==> src/rtl/fft_feed_pkg.sv <==
// Shared types and helpers for the FFT frame feeder.
// Complex words carry the left-justified sample as real and zero as imag.
package fft_feed_pkg;

  typedef enum logic [1:0] {
    IDLE,
    STREAM,
    PAD,
    DONE
  } state_e;

  localparam int unsigned REAL_W = 16;
  localparam int unsigned IMAG_W = 16;
  localparam int unsigned WORD_W = REAL_W + IMAG_W;

  function automatic logic [WORD_W-1:0] pack_sample(
    input logic [REAL_W-1:0] s,
    input int unsigned       w
  );
    logic [REAL_W-1:0] re;
    re = s << (REAL_W - w);
    return {re, {IMAG_W{1'b0}}};
  endfunction

endpackage

==> src/rtl/fft_feed_fifo.sv <==
// Show-ahead sample FIFO: the head entry is visible on rd_data_o
// the cycle after it is written; a write to a full FIFO succeeds with a read.
module fft_feed_fifo #(
  parameter int DEPTH = 16,
  parameter int WIDTH = 8
) (
  input  logic                       clk_i,
  input  logic                       rst_ni,
  input  logic                       flush_i,
  input  logic                       wr_en_i,
  input  logic [WIDTH-1:0]           wr_data_i,
  input  logic                       rd_en_i,
  output logic [WIDTH-1:0]           rd_data_o,
  output logic                       full_o,
  output logic                       empty_o,
  output logic [$clog2(DEPTH):0]     count_o
);

  localparam int AW = $clog2(DEPTH);
  localparam logic [AW:0] CNT_FULL = (AW+1)'(DEPTH);

  logic [WIDTH-1:0] mem_q [DEPTH];
  logic [AW-1:0]    wr_ptr_q, wr_ptr_d;
  logic [AW-1:0]    rd_ptr_q, rd_ptr_d;
  logic [AW:0]      cnt_q, cnt_d;
  logic             do_wr, do_rd;

  assign full_o    = (cnt_q == CNT_FULL);
  assign empty_o   = (cnt_q == '0);
  assign count_o   = cnt_q;
  assign rd_data_o = mem_q[rd_ptr_q];

  assign do_rd = rd_en_i && !empty_o && !flush_i;
  assign do_wr = wr_en_i && (!full_o || do_rd) && !flush_i;

  always_comb begin
    wr_ptr_d = wr_ptr_q;
    rd_ptr_d = rd_ptr_q;
    cnt_d    = cnt_q;
    if (flush_i) begin
      wr_ptr_d = '0;
      rd_ptr_d = '0;
      cnt_d    = '0;
    end else begin
      if (do_wr) wr_ptr_d = wr_ptr_q + 1'b1;
      if (do_rd) rd_ptr_d = rd_ptr_q + 1'b1;
      unique case ({do_wr, do_rd})
        2'b10:   cnt_d = cnt_q + 1'b1;
        2'b01:   cnt_d = cnt_q - 1'b1;
        default: cnt_d = cnt_q;
      endcase
    end
  end

  always_ff @(posedge clk_i or negedge rst_ni) begin
    if (!rst_ni) begin
      wr_ptr_q <= '0;
      rd_ptr_q <= '0;
      cnt_q    <= '0;
    end else begin
      wr_ptr_q <= wr_ptr_d;
      rd_ptr_q <= rd_ptr_d;
      cnt_q    <= cnt_d;
    end
  end

  always_ff @(posedge clk_i) begin
    if (do_wr) mem_q[wr_ptr_q] <= wr_data_i;
  end

endmodule

==> src/rtl/fft_frame_feeder.sv <==
// AXI-Stream source framing recorder samples into FFT_LEN-long frames,
// with tlast per frame, zero padding of a partial tail and a frame limit.
module fft_frame_feeder
  import fft_feed_pkg::*;
#(
  parameter int SAMPLE_W    = 8,
  parameter int FFT_LEN     = 2048,
  parameter int FIFO_DEPTH  = 16,
  parameter int MAX_FRAMES  = 0,
  parameter int FRAME_CNT_W = 16
) (
  input  logic                   clk_in,
  input  logic                   rst_n_in,
  input  logic                   start_in,
  input  logic [SAMPLE_W-1:0]    sample_in,
  input  logic                   sample_valid_in,
  input  logic                   finish_in,
  output logic [31:0]            m_tdata,
  output logic                   m_tvalid,
  input  logic                   m_tready,
  output logic                   m_tlast,
  output logic [FRAME_CNT_W-1:0] frames_done_out,
  output logic                   busy_out,
  output logic                   overflow_out,
  output logic                   done_out
);

  localparam int IW = $clog2(FFT_LEN);
  localparam int CW = $clog2(FIFO_DEPTH);
  localparam logic [IW-1:0] IDX_LAST = IW'(FFT_LEN - 1);
  localparam logic [FRAME_CNT_W-1:0] FR_MAX = '1;
  localparam logic [FRAME_CNT_W-1:0] FR_LIM = FRAME_CNT_W'(MAX_FRAMES);

  state_e                 state_q, state_d;
  logic [IW-1:0]          idx_q, idx_d;
  logic [FRAME_CNT_W-1:0] frames_q, frames_d;
  logic                   ovf_q, ovf_d;
  logic                   fin_q, fin_d;

  logic                   flush, push, pop;
  logic [SAMPLE_W-1:0]    head;
  logic                   full, empty;
  logic [CW:0]            count;
  logic                   xfer, last_xfer, lim_hit;
  logic [FRAME_CNT_W-1:0] fr_inc;

  fft_feed_fifo #(
    .DEPTH (FIFO_DEPTH),
    .WIDTH (SAMPLE_W)
  ) u_fifo (
    .clk_i     (clk_in),
    .rst_ni    (rst_n_in),
    .flush_i   (flush),
    .wr_en_i   (push),
    .wr_data_i (sample_in),
    .rd_en_i   (pop),
    .rd_data_o (head),
    .full_o    (full),
    .empty_o   (empty),
    .count_o   (count)
  );

  assign m_tvalid = ((state_q == STREAM) && !empty) ||
                    (state_q == PAD);
  assign m_tdata  = (state_q == STREAM) ?
                    pack_sample(REAL_W'(head), SAMPLE_W) : '0;
  assign m_tlast  = m_tvalid && (idx_q == IDX_LAST);

  assign xfer      = m_tvalid && m_tready;
  assign last_xfer = xfer && m_tlast;
  assign fr_inc    = (frames_q == FR_MAX) ? frames_q
                                          : frames_q + 1'b1;
  assign lim_hit   = (MAX_FRAMES != 0) && (fr_inc == FR_LIM);

  assign frames_done_out = frames_q;
  assign overflow_out    = ovf_q;
  assign busy_out        = (state_q == STREAM) || (state_q == PAD);
  assign done_out        = (state_q == DONE);

  always_comb begin
    state_d  = state_q;
    idx_d    = idx_q;
    frames_d = frames_q;
    ovf_d    = ovf_q;
    fin_d    = fin_q;
    flush    = 1'b0;
    push     = 1'b0;
    pop      = 1'b0;
    unique case (state_q)
      IDLE: begin
        if (start_in) begin
          flush    = 1'b1;
          idx_d    = '0;
          frames_d = '0;
          ovf_d    = 1'b0;
          fin_d    = 1'b0;
          state_d  = STREAM;
        end
      end
      STREAM: begin
        pop = xfer;
        if (sample_valid_in) begin
          if (full && !xfer) ovf_d = 1'b1;
          else               push  = 1'b1;
        end
        if (finish_in) fin_d = 1'b1;
        if (xfer)      idx_d = idx_q + 1'b1;
        if (last_xfer) frames_d = fr_inc;
        // A frame limit ends the capture even with samples still queued.
        if (last_xfer && lim_hit) begin
          flush   = 1'b1;
          push    = 1'b0;
          state_d = DONE;
        end else if ((fin_q || finish_in) && (count == '0) && !push) begin
          state_d = (idx_q == '0) ? DONE : PAD;
        end
      end
      PAD: begin
        if (xfer) idx_d = idx_q + 1'b1;
        if (last_xfer) begin
          frames_d = fr_inc;
          state_d  = DONE;
        end
      end
      DONE: begin
        fin_d   = 1'b0;
        state_d = IDLE;
      end
    endcase
  end

  always_ff @(posedge clk_in or negedge rst_n_in) begin
    if (!rst_n_in) begin
      state_q  <= IDLE;
      idx_q    <= '0;
      frames_q <= '0;
      ovf_q    <= 1'b0;
      fin_q    <= 1'b0;
    end else begin
      state_q  <= state_d;
      idx_q    <= idx_d;
      frames_q <= frames_d;
      ovf_q    <= ovf_d;
      fin_q    <= fin_d;
    end
  end

endmodule

==> config.mk <==
export PLATFORM = sky130hd
export DESIGN_NAME = fft_frame_feeder
export DESIGN_NICKNAME = d
export VERILOG_FILES = /design/src/rtl/fft_feed_pkg.sv /design/src/rtl/fft_feed_fifo.sv /design/src/rtl/fft_frame_feeder.sv
export SDC_FILE = /design/constraint.sdc
export NUM_CORES = 1
export LEC_CHECK = 0
export BUFFER_PORTS_ARGS = -buffer_cell sky130_fd_sc_hd__buf_4
export CAP_MARGIN = 30
export CORE_MARGIN = 2
export CORE_UTILIZATION = 40
export CTS_CLUSTER_DIAMETER = 100
export DETAILED_ROUTE_END_ITERATION = 10
export GPL_ROUTABILITY_DRIVEN = 0
export PLACE_DENSITY = 0.65
export SKIP_LAST_GASP = 1
export SLEW_MARGIN = 5
export SYNTH_ARGS = -nofsm -noshare
export SYNTH_HDL_FRONTEND = slang
export SYNTH_SLANG_ARGS = --single-unit
export TNS_END_PERCENT = 20
==> constraint.sdc <==
create_clock -name clk_in -period 6.6 [get_ports clk_in]
set_input_delay 0.33 -clock clk_in [delete_from_list [all_inputs] [get_ports clk_in]]
set_output_delay 0.33 -clock clk_in [all_outputs]
set_load 0.005 [all_outputs]
# Word level (Yosys, flattened, before mapping)
# Memories as Yosys holds them, arrays and structs flattened.
# Cells that the tools add are included.
[totals]
ff_bits = 44
ram_bits = 128
inputBits = 14
output_inout_bits = 53
wordCells = 101
mem_count = 1
[op_classes]
add_sub_neg = 6
n_eq_ne = 17
muxes = 34
reduce_logical = 35
[memory_table]
columns = ["name", "words", "width", "read_ports", "rd_clocked_by_memory_dff", "write_ports", "line_no", "rtl"]
rows = [
  ["u_fifo.mem_q", 16, 8, 1, 0, 1, "fft_feed_fifo.sv:22", "logic [WIDTH-1:0] mem_q [DEPTH];"],
]
[op_table]
columns = ["operator", "count"]
rows = [
  ["$mux W16", 3],
  ["$mux W32", 1],
  ["$pmux W16 S2", 1],
  ["$mux W11", 2],
  ["$pmux W11 S2", 1],
  ["$add A16 B1 Y16 const B", 1],
  ["$eq A16 B16 Y1 const B", 1],
  ["$mux W4", 4],
  ["$mux W1", 14],
  ["$add A11 B1 Y11 const B", 1],
  ["$eq A11 B11 Y1 const B", 1],
  ["$logic_and A1 B1 Y1", 11],
  ["$logic_not A11 Y1", 1],
  ["$ne A2 B2 Y1 const B", 5],
  ["$pmux W5 S2", 1],
  ["$reduce_and A3 Y1", 3],
  ["$add A4 B1 Y4 const B", 2],
  ["$ne A2 B1 Y1 const B", 4],
  ["$pmux W2 S4", 1],
  ["$reduce_and A4 Y1", 2],
  ["$reduce_bool A2 Y1", 4],
  ["$eq A2 B2 Y1 const B", 3],
  ["$mux W2", 3],
  ["$reduce_bool A3 Y1", 2],
  ["12 further kinds", 20],
]

# Longest topological paths before layout
# Gate-level depths: netlist of the first run.
[logic_depth]
word_depth = 16
depth_mapped = 12
depth_no_buf = 11

# Modules after synthesis
# Synthesis of the first run repeated with hierarchy kept, for this count alone.
[hier_totals]
hier_cells = 621
hier_area_um2 = 8140.3
[by_module_without_submodules]
columns = ["module", "n_inst", "cells_per_inst", "area_each_um2", "seq_area_each_um2"]
rows = [
  ["fft_feed_fifo", 1, 353, 5909.4, 4169.0],
  ["fft_frame_feeder", 1, 268, 2230.9, 775.7],
]

# Worst setup path after synthesis of the first run
# OpenSTA, ideal clock, no wires.
[synth_timing]
path_kind = "flip-flop to flip-flop"
from = "register state_q[0]"
to = "memory u_fifo.mem_q[3][0], enable pin"
setup_ns = 0.395
arrival_time_ns = 2.473
required_time_ns = 6.205
path_slack_ns = 3.733
stages_incl_launch_ff = 8
n_path_buf = 1
period_less_slack_ns = 2.867
path_cell_list = "dfrtp_1 > inv_1 > ha_1 > buf_4 > a21bo_2 > a31oi_1 > nand2_1 > nor4_1"
[synth_via]
elab_chain_cells = 14
elab_cells_between_ends = 22
cone_classes = "eq/ne: 2; mux: 8; reduce/logical: 12"
[synth_lines]
columns = ["item", "line_no", "rtl"]
rows = [
  ["from (decl)", "fft_frame_feeder.sv:34", "state_e state_q, state_d;"],
  ["from (signal assigned)", "fft_frame_feeder.sv:140", "state_q <= state_d;"],
  ["$eq A2 B1 Y1", "fft_frame_feeder.sv:63, fft_frame_feeder.sv:89", ""],
  ["$logic_and A1 B1 Y1", "fft_frame_feeder.sv:63", "assign m_tvalid = ((state_q == STREAM) && !empty) ||"],
  ["$logic_or A1 B1 Y1", "fft_frame_feeder.sv:63", ""],
  ["$logic_and A1 B1 Y1", "fft_frame_feeder.sv:69", "assign xfer = m_tvalid && m_tready;"],
  ["$logic_not A1 Y1", "fft_frame_feeder.sv:103", "if (full && !xfer) ovf_d = 1'b1;"],
  ["$logic_and A1 B1 Y1", "fft_frame_feeder.sv:103", ""],
  ["$mux W1", "fft_frame_feeder.sv:103", ""],
  ["$mux W1", "fft_frame_feeder.sv:102", "if (sample_valid_in) begin"],
  ["$mux W1 (2 in a row)", "fft_frame_feeder.sv:89", "unique case (state_q)"],
  ["$logic_and A1 B1 Y1", "fft_feed_fifo.sv:34", "assign do_wr = wr_en_i && (!full_o || do_rd) && !flush_i;"],
  ["$logic_and A1 B1 Y1 *", "fft_feed_fifo.sv:34", ""],
  ["$mux W1 *", "fft_feed_fifo.sv:68", "if (do_wr) mem_q[wr_ptr_q] <= wr_data_i;"],
  ["$mux W1 (implied by the code) *", "fft_feed_fifo.sv:68", ""],
  ["to (decl)", "fft_feed_fifo.sv:22", ""],
]
# Every way passes the cells marked *; elsewhere a longest branch is shown, timed or not. The select of a mux whose other input is x is not followed.

# Final worst setup path of the first run
[layout_timing]
from = "register state_q[1]"
to = "memory u_fifo.mem_q[10][6], enable pin"
# The elaborated chain is that of the path after synthesis.

==> flow_metrics.py, run 1 <==
metrics = {
    "setup_path": {
        "path_cells": "inv_1 > ha_1 > nand2_1 > a31oi_1 > nand3_1 > nor3_1",
        "critPathMaxFanout": 16,
        "reg2reg_depth": 6,
        "crit_slowest_cell": "nor3_1",
        "end_kind": "flop",
        "crit_buf_inv": 1,
        "cpPeakStageDelay_ns": 0.86,
        "r2r_start": "state_q[1]",
        "worstSetupPathType": "flop to flop",
        "critPathTopFamily": "simple AND/OR/NAND/NOR gates",
        "cp-start-kind": "flop",
        "cp.required_ns": 6.66,
        "critPathArrivalTime_ns": 3.49,
        "r2r_end": "u_fifo.mem_q[10][6]",
        "reg2reg_setup_slack_ns": 3.17,
    },
    "sta": {
        "finalMaxSlewViolations": 0,
        "setup_viol": 0,
        "worstMarginPinSlew_ns": 1.01,
        "fin_worst_skew_ns": 0.0146,
        "clock.fmax_mhz": 292,
        "totalNegativeSetupSlack_ns": 0,
        "max_slew_margin_pct": 32.0,
        "fin_crit_ns": 3.43,
        "period_share_pct": 52.0,
        "rsz0062_at_grt": "false",
        "finalHoldViolations": 0,
    },
    "die": {
        "ios": 67,
        "die_x_um": 144,
        "start_util_pct": 40.6,
        "die_h_um": 144,
        "num_rows": 51,
        "core_um2": 19300,
        "die_area_um2": 20800,
    },
    "synthesis": {
        "yosys_warnings": 0,
        "synth_area_um2": 7860,
        "synth-edff-count": 128,
        "synth_cell_types": 48,
        "seq_area_frac_synth_pct": 62.9,
        "ys_ff_latch": 172,
        "synthCells": 539,
        "synth.avg_cell_area_um2": 14.6,
        "synthArstFlopShare_pct": 25.6,
        "ys.flop_type": "edfxtp_1",
    },
    "power_and_ir_drop": {
        "p_leak_nw": 3.24,
        "irDropWorstVdd_mv": 0.198,
        "powerDensity_nw_per_um2": 389,
    },
    "route": {
        "ant_nets": 0,
        "via_per_inst": 5.49,
        "wirelength_mm": 17.1,
        "drc": 0,
        "dr.first_iter.drc_count": 342,
        "drt-pass1-iter-count": 5,
        "num_vias": 4767,
        "avgRoutedWirePerCell_um": 19.7,
    },
    "global_routing": {
        "gr-total-overflow": 0,
        "grt_pass1_wl_mm": 26.2,
        "grt_max_degree": 45,
        "grt_usage_pct": 17.2,
        "first_global_vias": 4610,
        "antenna_found_initial": 1,
    },
    "hold_path": {
        "hp-class": "input pin to flop",
        "worstHoldStart": "m_tready",
        "holdPathStages": 2,
        "whs_endpoint": "overflow_out",
    },
    "placement": {
        "io_buffers": 42,
        "dp_hpwl_mm": 11.5,
        "placedCellCount": 828,
    },
    "clocking": {
        "cts_max_level": 4,
        "cts_buffer_depth": 2,
        "cts_tree": "yes",
        "cts.sinks": 172,
        "clk_pin_slew_worst_paths_ns": 0.07,
        "post_cts_buffers": 0,
        "insertion_delay_ns": 0.44,
        "cts_hold_buf": 1,
        "clockRootBuffer": "clkbuf_16",
        "cts_resized": 0,
        "cts_buffers": 17,
    },
    "run": {
        "maxCapViolCount": 0,
    },
    "finish": {
        "areaGrowthSynthToFinish_pct": 15.2,
        "fin_cells": 868,
        "finish.net_count": 619,
        "drive_gt1_share_pct": 22.3,
    },
    "outcome": {
        "outcome": "finished, final reports clean",
    },
}
## cell families after synthesis
kind of cell	share of synthesized area (%)
multiplexers	12.2
other	0.0477
AO/OA/AOI/OAI	6.74
flip-flops	63.0
AND/OR/NAND/NOR	9.67
buffers and inverters	4.67
XOR/XNOR	1.12
adder cells (fa/ha/maj)	2.64
## layout by cell type (no fill, tap or decap), types with 3 or more instances in the layout
| cell | n |
|---|---|
| nor3_1 | 11 |
| conb_1 | 24 |
| ha_1 | 15 |
| buf_2 | 4 |
| and3_1 | 3 |
| nor4_1 | 9 |
| or4_1 | 14 |
| a21oi_1 | 24 |
| and2_1 | 11 |
| a211oi_1 | 6 |
| inv_1 | 22 |
| xnor2_1 | 3 |
| or3_1 | 7 |
| buf_4 | 49 |
| xor2_1 | 7 |
| nand3_1 | 17 |
| a21o_1 | 3 |
| o31ai_1 | 13 |
| a31oi_1 | 3 |
| dfrtp_1 | 43 |
| edfxtp_1 | 128 |
| o21ai_0 | 20 |
| nand4_1 | 7 |
| mux2i_1 | 3 |
| nand2_1 | 27 |
| clkbuf_16 | 17 |
| nor2b_1 | 3 |
| nor2_1 | 24 |
| inv_8 | 4 |
| mux4_2 | 40 |
| nand2b_1 | 6 |
| clkinv_8 | 5 |
## final cells by class
cell class | count | area (um^2)
diodes | 1 | 2.50
repair buffers | 56 | 410
well taps | 265 | 332
fillers | 1660 | 10300
clock inverters | 15 | 221
inverters | 22 | 82.6
multi-input cells | 320 | 2630
clock buffers | 17 | 425
flip-flops and latches | 172 | 4950
## how the worst max path moves through the flow
stage,depth (start not counted),from,end,slack (ns)
floorplan,7,state_q[0],u_fifo.mem_q[3][0],3.73
global placement,6,state_q[1],u_fifo.mem_q[11][1],3.37
detailed placement,6,state_q[1],u_fifo.mem_q[7][7],3.22
CTS,6,state_q[1],u_fifo.mem_q[7][1],3.17
global route,6,state_q[1],u_fifo.mem_q[10][0],2.86
finish,6,state_q[1],u_fifo.mem_q[10][6],3.17
## registers in the layout (all words and copies together) (netlist names)
| register | flops |
|---|---|
| fin_q | 1 |
| frames_done_out | 16 |
| idx_q | 11 |
| overflow_out | 1 |
| state_q | 2 |
| u_fifo.count_o | 5 |
| u_fifo.mem_q | 128 |
| u_fifo.rd_ptr_q | 4 |
| u_fifo.wr_ptr_q | 4 |
## report_power, final
part | total (mW) | leakage, nW | switching, mW | internal, mW
Combinational | 1.11 | 1.19 | 0.624 | 0.485
Sequential | 1.35 | 1.74 | 0.0962 | 1.25
Clock | 1.06 | 0.314 | 0.477 | 0.587
Total | 3.52 | 3.24 | 1.20 | 2.32
## routing by layer
layer,GRT usage [%],part of all wire (%),up-vias
met1,22.3,42,2449
met3,3.91,5.1,22
met5,0,0,-
li1,-,-,2138
met4,6.23,1.8,0
met2,28.5,51,158
## synthesized netlist by cell type, types with 2 or more instances
| library cell | instances | area (um^2) |
|---|---|---|
| a211oi_1 | 6 | 45.0 |
| a21o_1 | 3 | 22.5 |
| a21oi_1 | 24 | 120 |
| a31oi_1 | 3 | 18.8 |
| and2_1 | 11 | 68.8 |
| and3_1 | 3 | 18.8 |
| and4_1 | 2 | 17.5 |
| buf_1 | 3 | 11.3 |
| buf_2 | 8 | 40.0 |
| buf_4 | 25 | 188 |
| clkbuf_1 | 12 | 45.0 |
| dfrtp_1 | 44 | 1100 |
| edfxtp_1 | 128 | 3840 |
| ha_1 | 15 | 188 |
| inv_1 | 22 | 82.6 |
| mux2i_1 | 3 | 30.0 |
| mux4_2 | 40 | 901 |
| nand2_1 | 27 | 101 |
| nand2b_1 | 6 | 37.5 |
| nand3_1 | 17 | 85.1 |
| nand4_1 | 7 | 43.8 |
| nor2_1 | 24 | 90.1 |
| nor2b_1 | 3 | 18.8 |
| nor3_1 | 11 | 55.1 |
| nor4_1 | 9 | 56.3 |
| o211ai_1 | 2 | 15.0 |
| o21ai_0 | 20 | 100 |
| o31a_1 | 2 | 17.5 |
| o31ai_1 | 13 | 97.6 |
| or3_1 | 7 | 43.8 |
| or4_1 | 14 | 105 |
| xnor2_1 | 3 | 26.3 |
| xor2_1 | 7 | 61.3 |
## metrics by stage
| step | hold WS [ns] | power [mW] | setup WS, ns | utilization, % | instance area (um^2) |
|---|---|---|---|---|---|
| 4_1_cts | 0.137 | 3.55 | 3.17 | 46.6 | 9010 |
| 3_3_place_gp | 0.367 | 2.45 | 3.37 | 43.2 | 8360 |
| 5_1_grt | 0.156 | 3.71 | 2.86 | 46.8 | 9050 |
| 2_1_floorplan | 0.0344 | 2.15 | 3.73 | - | 7940 |
| 6_report | 0.147 | 3.52 | 3.17 | 46.8 | 9050 |
| 3_5_place_dp | 0.375 | 2.48 | 3.22 | 43.2 | 8360 |
Power figures use the tool's default switching activity.
==> run 2, diff against run 1 <==
- clock period: 6.6 -> 3.2 ns (I/O delays scaled with it)
==> run 2 against run 1 <==
Against the previous run: core utilization is 0.39 points higher; register-to-register slack got worse by 2.9 ns; combinational power rose by 100%; highest routed layer unchanged; clock power up 95%; fmax increased by 19%; die area unchanged; flip-flop and latch count did not move; total power increased by 100%; clock skew increased by 0.0038 ns; worst hold slack worse by 0.13 ns; clock-buffer cell count is the same; critical endpoint is now u_fifo.count_o[4]; non-clock buffer count up 11.
==> flow_metrics.py, run 2 (synthesis results as in run 1) <==
metrics = {
    "outcome": {
        "outcome": "finished, final reports clean",
    },
    "placement": {
        "place_area_um2": 8500,
        "io_buffers": 42,
        "placedCellCount": 844,
        "dp_hpwl_mm": 10.8,
    },
    "clocking": {
        "post_cts_buffers": 0,
        "insertion_delay_ns": 0.42,
        "cts_resized": 0,
        "cts_hold_buf": 2,
        "cts_buffer_depth": 2,
        "cts_max_level": 4,
        "cts_tree": "yes",
        "cts.sinks": 172,
        "cts_buffers": 17,
        "clockRootBuffer": "clkbuf_16",
        "clk_pin_slew_worst_paths_ns": 0.07,
    },
    "setup_path": {
        "critPathMaxFanout": 8,
        "worstSetupPathType": "flop to flop",
        "critPathArrivalTime_ns": 3.20,
        "cp.required_ns": 3.52,
        "r2r_start": "state_q[0]",
        "end_kind": "flop",
        "cp-start-kind": "flop",
        "startpoint": "state_q[0]",
    },
    "global_routing": {
        "antenna_found_initial": 0,
        "grt_max_degree": 45,
        "gr-total-overflow": 0,
        "first_global_vias": 4599,
        "grt_pass1_wl_mm": 24.9,
        "grt_usage_pct": 15.9,
    },
    "route": {
        "wirelength_mm": 15.6,
        "ant_nets": 0,
        "dr.first_iter.drc_count": 299,
        "drt-pass1-iter-count": 4,
        "drc": 0,
        "avgRoutedWirePerCell_um": 17.8,
        "via_per_inst": 5.25,
        "num_vias": 4612,
    },
    "sta": {
        "rsz0062_at_grt": "false",
        "finalHoldViolations": 0,
        "clock.fmax_mhz": 346,
        "worstMarginPinSlew_ns": 0.715,
        "fin_crit_ns": 2.89,
        "fin_worst_skew_ns": 0.0184,
        "totalNegativeSetupSlack_ns": 0,
        "finalMaxSlewViolations": 0,
        "hold_slack_ns": 0.0207,
        "setup_viol": 0,
        "period_share_pct": 90.3,
        "max_slew_margin_pct": 52.2,
    },
    "finish": {
        "fin_cells": 878,
        "areaGrowthSynthToFinish_pct": 16.2,
        "top_register": "u_fifo.mem_q",
        "finish.net_count": 630,
        "final_common_cell": "edfxtp_1",
        "final_cell_mix": "edfxtp_1, buf_4, dfrtp_1, mux4_2, nand2_1",
        "n_antenna_cell": 0,
        "stdcell_area_um2": 9130,
        "postLayoutCoreUtil_pct": 47.2,
        "largest_reg_flops": 128,
        "drive_gt1_share_pct": 23.5,
    },
    "hold_path": {
        "worstHoldStart": "finish_in",
        "hp-class": "input pin to flop",
    },
    "die": {
        "start_util_pct": 40.6,
        "core_um2": 19300,
        "num_rows": 51,
        "die_area_um2": 20800,
        "die_h_um": 144,
        "die_x_um": 144,
        "ios": 67,
    },
    "power_and_ir_drop": {
        "irDropWorstVdd_mv": 0.378,
        "powerDensity_nw_per_um2": 785,
        "p_leak_nw": 3.29,
    },
    "run": {
        "maxCapViolCount": 0,
    },
}
-- run 2: cell types whose count changed in the layout (fill, tap and decap cells not counted), sizes merged --
| cell | delta |
|---|---|
| bufinv | -1 |
| clkbuf | -2 |
| buf | +12 |
| clkinv | -1 |
| dlygate4sd3 | +1 |
| inv | +1 |
| clkinvlp | +1 |
| diode | -1 |
-- run 2: where the power goes --
| part | internal [mW] | leakage, nW | total, mW | switching (mW) |
|---|---|---|---|---|
| combinational | 1.06 | 1.25 | 2.27 | 1.21 |
| clock | 1.12 | 0.294 | 2.07 | 0.948 |
| sequential | 2.58 | 1.74 | 2.83 | 0.244 |
-- run 2: path summary, 6_finish.rpt --
path,end,slack (ns),cells past startpoint
setup / recovery,u_fifo.count_o[4],0.31,11
hold / removal,fin_q,0.02,3
setup reg to reg,u_fifo.count_o[4],0.31,11
hold reg to reg,idx_q[10],0.52,1
max in group asynchronous,u_fifo.rd_ptr_q[0],2.49,2
min in group asynchronous,idx_q[7],0.28,2
-- run 2: worst max-delay path, cell delays in order, from the launching register on --
cell and delay [ns]:
dfrtp_1 0.41, inv_1 0.09, ha_1 0.30, a21bo_2 0.24
a2111o_1 0.44, inv_1 0.14, ha_1 0.28, nor2b_1 0.14
o21ai_0 0.20, nand3_1 0.12, and4_1 0.20, a22o_1 0.22
-- run 2: layer usage --
layer | wire (um) | up-vias | GRT usage, %
li1 | - | 2171 | -
met1 | 6820 | 2330 | 21.3
met2 | 8020 | 103 | 26.5
met3 | 653 | 8 | 3.84
met4 | 108 | 0 | 3.88
met5 | 0 | - | 0
-- run 2: cell type report --
class                      count  area [um^2]
inverter                      22         82.6
clock buffer                  17          425
sequential                   172         4950
fill                        1657        10200
tap                          265          332
multi-input combinational    320         2630
timing repair buffer          67          533
clock inverter                15          176
-- run 2: through the flow --
step	total power, mW	worst slack, ns
2_1_floorplan	4.44	0.333
3_3_place_gp	5.09	0.426
3_5_place_dp	5.17	0.328
4_1_cts	7.25	0.270
5_1_grt	7.57	0.0820
6_report	7.17	0.312
==> run 3, diff against run 2 <==
- PLACE_DENSITY: 0.65 -> 0.67
- SYNTH_HIERARCHICAL: unset -> 1
- clock period: 3.2 -> 2.5 ns (I/O delays scaled with it)
==> run 3 against run 2 <==
Against the previous run: the flow now finishes with violations (negative setup slack); synthesized cell count grew 15%; flip-flop and latch count is the same; clock-buffer cell count grew 1; routed wire length grew 23%; sequential power grew 22%; die area grew 3.5%; final area grew 11%; total power grew 33%; critical path depth is the same; largest power group unchanged; via count grew 20%; worst setup slack lost 0.74 ns; clock power grew 29%.
==> flow_metrics.py, run 3 <==
metrics = {
    "power_and_ir_drop": {
        "powerDensity_nw_per_um2": 941,
        "irDropWorstVdd_mv": 0.728,
        "clock_power_share_pct": 28.0,
        "power_mw": 9.53,
        "p_seq_share_pct": 36.2,
        "combPwrFrac_pct": 35.8,
        "switchingPower_mw": 3.20,
        "p_leak_nw": 3.73,
        "p_int_mw": 6.33,
        "swShare_pct": 33.6,
    },
    "clocking": {
        "clockRootBuffer": "clkbuf_16",
        "cts_max_level": 4,
        "clk_pin_slew_worst_paths_ns": 0.07,
        "cts_buffer_depth": 2,
        "cts_tree": "yes",
        "cts.sinks": 172,
        "insertion_delay_ns": 0.43,
        "cts_buffers": 17,
    },
    "global_routing": {
        "grt_pass1_wl_mm": 30.4,
        "antenna_found_initial": 0,
        "grt_max_degree": 45,
        "first_global_vias": 5606,
        "grt_usage_pct": 18.1,
        "gr-total-overflow": 0,
    },
    "die": {
        "ios": 67,
        "num_rows": 52,
        "die_h_um": 147,
        "start_util_pct": 40.5,
        "die_x_um": 147,
        "die_area_um2": 21500,
        "core_um2": 20100,
    },
    "finish": {
        "areaGrowthSynthToFinish_pct": 24.4,
        "finish.net_count": 754,
        "postLayoutCoreUtil_pct": 50.4,
        "final_common_cell": "edfxtp_1",
        "drive_gt1_share_pct": 28.2,
        "final_cell_mix": "edfxtp_1, buf_4, dfrtp_1, mux2i_1, nand2_1",
        "largest_reg_flops": 128,
        "top_register": "u_fifo/mem_q",
        "n_antenna_cell": 0,
        "stdcell_area_um2": 10100,
    },
    "sta": {
        "fin_crit_ns": 2.93,
        "clock.fmax_mhz": 341,
        "max_slew_margin_pct": 39.3,
        "fin_ws_ns": -0.430,
        "totalNegativeSetupSlack_ns": -15.61,
        "rsz0062_at_grt": "true",
        "fin_worst_skew_ns": 0.0107,
        "finalMaxSlewViolations": 0,
        "period_share_pct": 117,
        "setup_viol": 122,
        "worstMarginPinSlew_ns": 0.909,
        "finalHoldViolations": 0,
    },
    "synthesis": {
        "synth.largest_area_cell": "edfxtp_1",
        "synth_xor_area_share_pct": 1.08,
        "yosys_warnings": 6,
        "synth_top_family_by_area": "simple AND/OR/NAND/NOR gates",
        "synth_common_cells": "edfxtp_1, nor2_1, dfrtp_1, nand2_1, mux2i_1",
        "ys_ff_latch": 172,
        "seq_area_frac_synth_pct": 60.7,
        "ys.flop_type": "edfxtp_1",
        "synth-edff-count": 128,
        "synth.most_common_cell": "edfxtp_1",
        "synth_top_area_share_pct": 47.2,
        "synthMuxAreaShare_pct": 10.1,
        "synthCells": 621,
        "synthArstFlopShare_pct": 25.6,
        "synth_compound_area_share_pct": 9.82,
        "synth_cell_types": 61,
        "synth_area_um2": 8140,
        "synthAdderAreaFrac_pct": 2.55,
        "synth.avg_cell_area_um2": 13.1,
        "ys_top_cells_by_area": "edfxtp_1, dfrtp_1, mux2i_1",
        "yosys.area_share.simple_pct": 10.5,
    },
    "route": {
        "ant_nets": 0,
        "wirelength_mm": 19.3,
        "avgRoutedWirePerCell_um": 19.1,
        "drt-pass1-iter-count": 6,
        "dr.first_iter.drc_count": 325,
        "num_vias": 5531,
        "via_per_inst": 5.49,
        "drc": 0,
    },
    "setup_path": {
        "critPathMaxFanout": 4,
        "path_cells": "or4_4 > nor2_4 > nand2b_1 > a21boi_4 > nor2_4 > or3_4 > fa_2 > nand2b_4 > a21oi_4 > a31oi_1 > a221oi_1",
        "cp.required_ns": 2.83,
        "crit_slowest_cell": "or4_4",
        "critPathArrivalTime_ns": 3.26,
        "worstSetupPathType": "flop to flop",
        "cp-start-kind": "flop",
        "end_kind": "flop",
        "cpPeakStageDelay_ns": 0.58,
        "crit_top_cell": "nor2_4",
    },
    "outcome": {
        "outcome": "finished, violations left",
        "violations": "negative setup slack",
    },
    "placement": {
        "io_buffers": 42,
        "place_area_um2": 9110,
        "dp_hpwl_mm": 12.6,
    },
    "run": {
        "maxCapViolCount": 0,
    },
    "hold_path": {
        "hp-class": "input pin to flop",
    },
}
==> run 3: cell count changes after synthesis, moves of 7 or more <==
cell      change
or4_1         -7
o31ai_1      -10
a22oi_1       +9
a221oi_1     +18
nor2_1       +26
mux2i_1      +39
a31oi_1       +8
a21oi_1      -12
mux4_2       -24
nand2_1      +16
==> run 3: critical path, delay by kind of cell (launching register included) <==
family / cells / cell delay [ns]
flip-flops: 1 / 0.39
adder cells (fa/ha/maj): 1 / 0.35
AO/OA/AOI/OAI: 4 / 0.76
AND/OR/NAND/NOR: 6 / 1.33
==> run 3: what timing repair did <==
action / CTS / global route
resized for setup: 16 / 25
pin swaps: 12 / 14
buffers inserted: 5 / 9
endpoints found under the setup margin: 150 / 160
hold endpoints to repair: 52 / 0
hold buffers: 2 / 0
==> run 3: final timing paths <==
kind / start / end / slack (ns) / cells after the start
max: u_fifo/count_o[3] / u_fifo/count_o[4] / -0.43 / 11
max in group asynchronous: rst_n_in / u_fifo/rd_ptr_q[0] / 1.84 / 2
min: finish_in / fin_q / 0.01 / 3
max reg2reg: u_fifo/count_o[3] / u_fifo/count_o[4] / -0.43 / 11
min in group asynchronous: rst_n_in / idx_q[8] / 0.24 / 2
min reg2reg: frames_done_out[7] / frames_done_out[7] / 0.56 / 1
==> run 3: kinds of logic after synthesis <==
| family | Yosys count |
|---|---|
| AO/OA/AOI/OAI | 113 |
| XOR/XNOR | 10 |
| adder cells (fa/ha/maj) | 16 |
| buffers and inverters | 74 |
| flip-flops | 172 |
| multiplexers | 62 |
| other | 1 |
| AND/OR/NAND/NOR | 173 |
==> run 3: layer usage <==
layer | routed length (um) | global-route usage, %
met1 | 8210 | 23.8
met2 | 9730 | 29.9
met3 | 1100 | 4.31
met4 | 211 | 5.49
met5 | 0 | 0
==> run 3: area by class of cell <==
type | instances | area, um^2
Fill cell | 1665 | 9980
Inverter | 19 | 71.3
Multi-Input combinational cell | 398 | 3140
Clock inverter | 14 | 159
Sequential cell | 172 | 4950
Clock buffer | 18 | 429
Timing Repair Buffer | 116 | 1050
Tap cell | 270 | 338
==> run 3: power groups by stage <==
stage / registers, mW / logic [mW] / clock network (mW)
after floorplan: 3.46 / 2.05 / 0
after global placement: 3.48 / 3.14 / 0
after detailed placement: 3.50 / 3.23 / 0
after CTS: 3.45 / 3.31 / 2.71
after global routing: 3.48 / 3.73 / 2.85
final: 3.45 / 3.41 / 2.67
==> run 3: per-stage QoR <==
step | hold WS (ns) | instances | setup slack [ns]
finish | 0.00954 | 1007 | -0.430
CTS | 0.00494 | 997 | -0.490
floorplan | -0.171 | 644 | -0.524
detailed placement | 0.172 | 958 | -0.588
global route | 0.0174 | 1007 | -0.537
global placement | 0.158 | 957 | -0.501
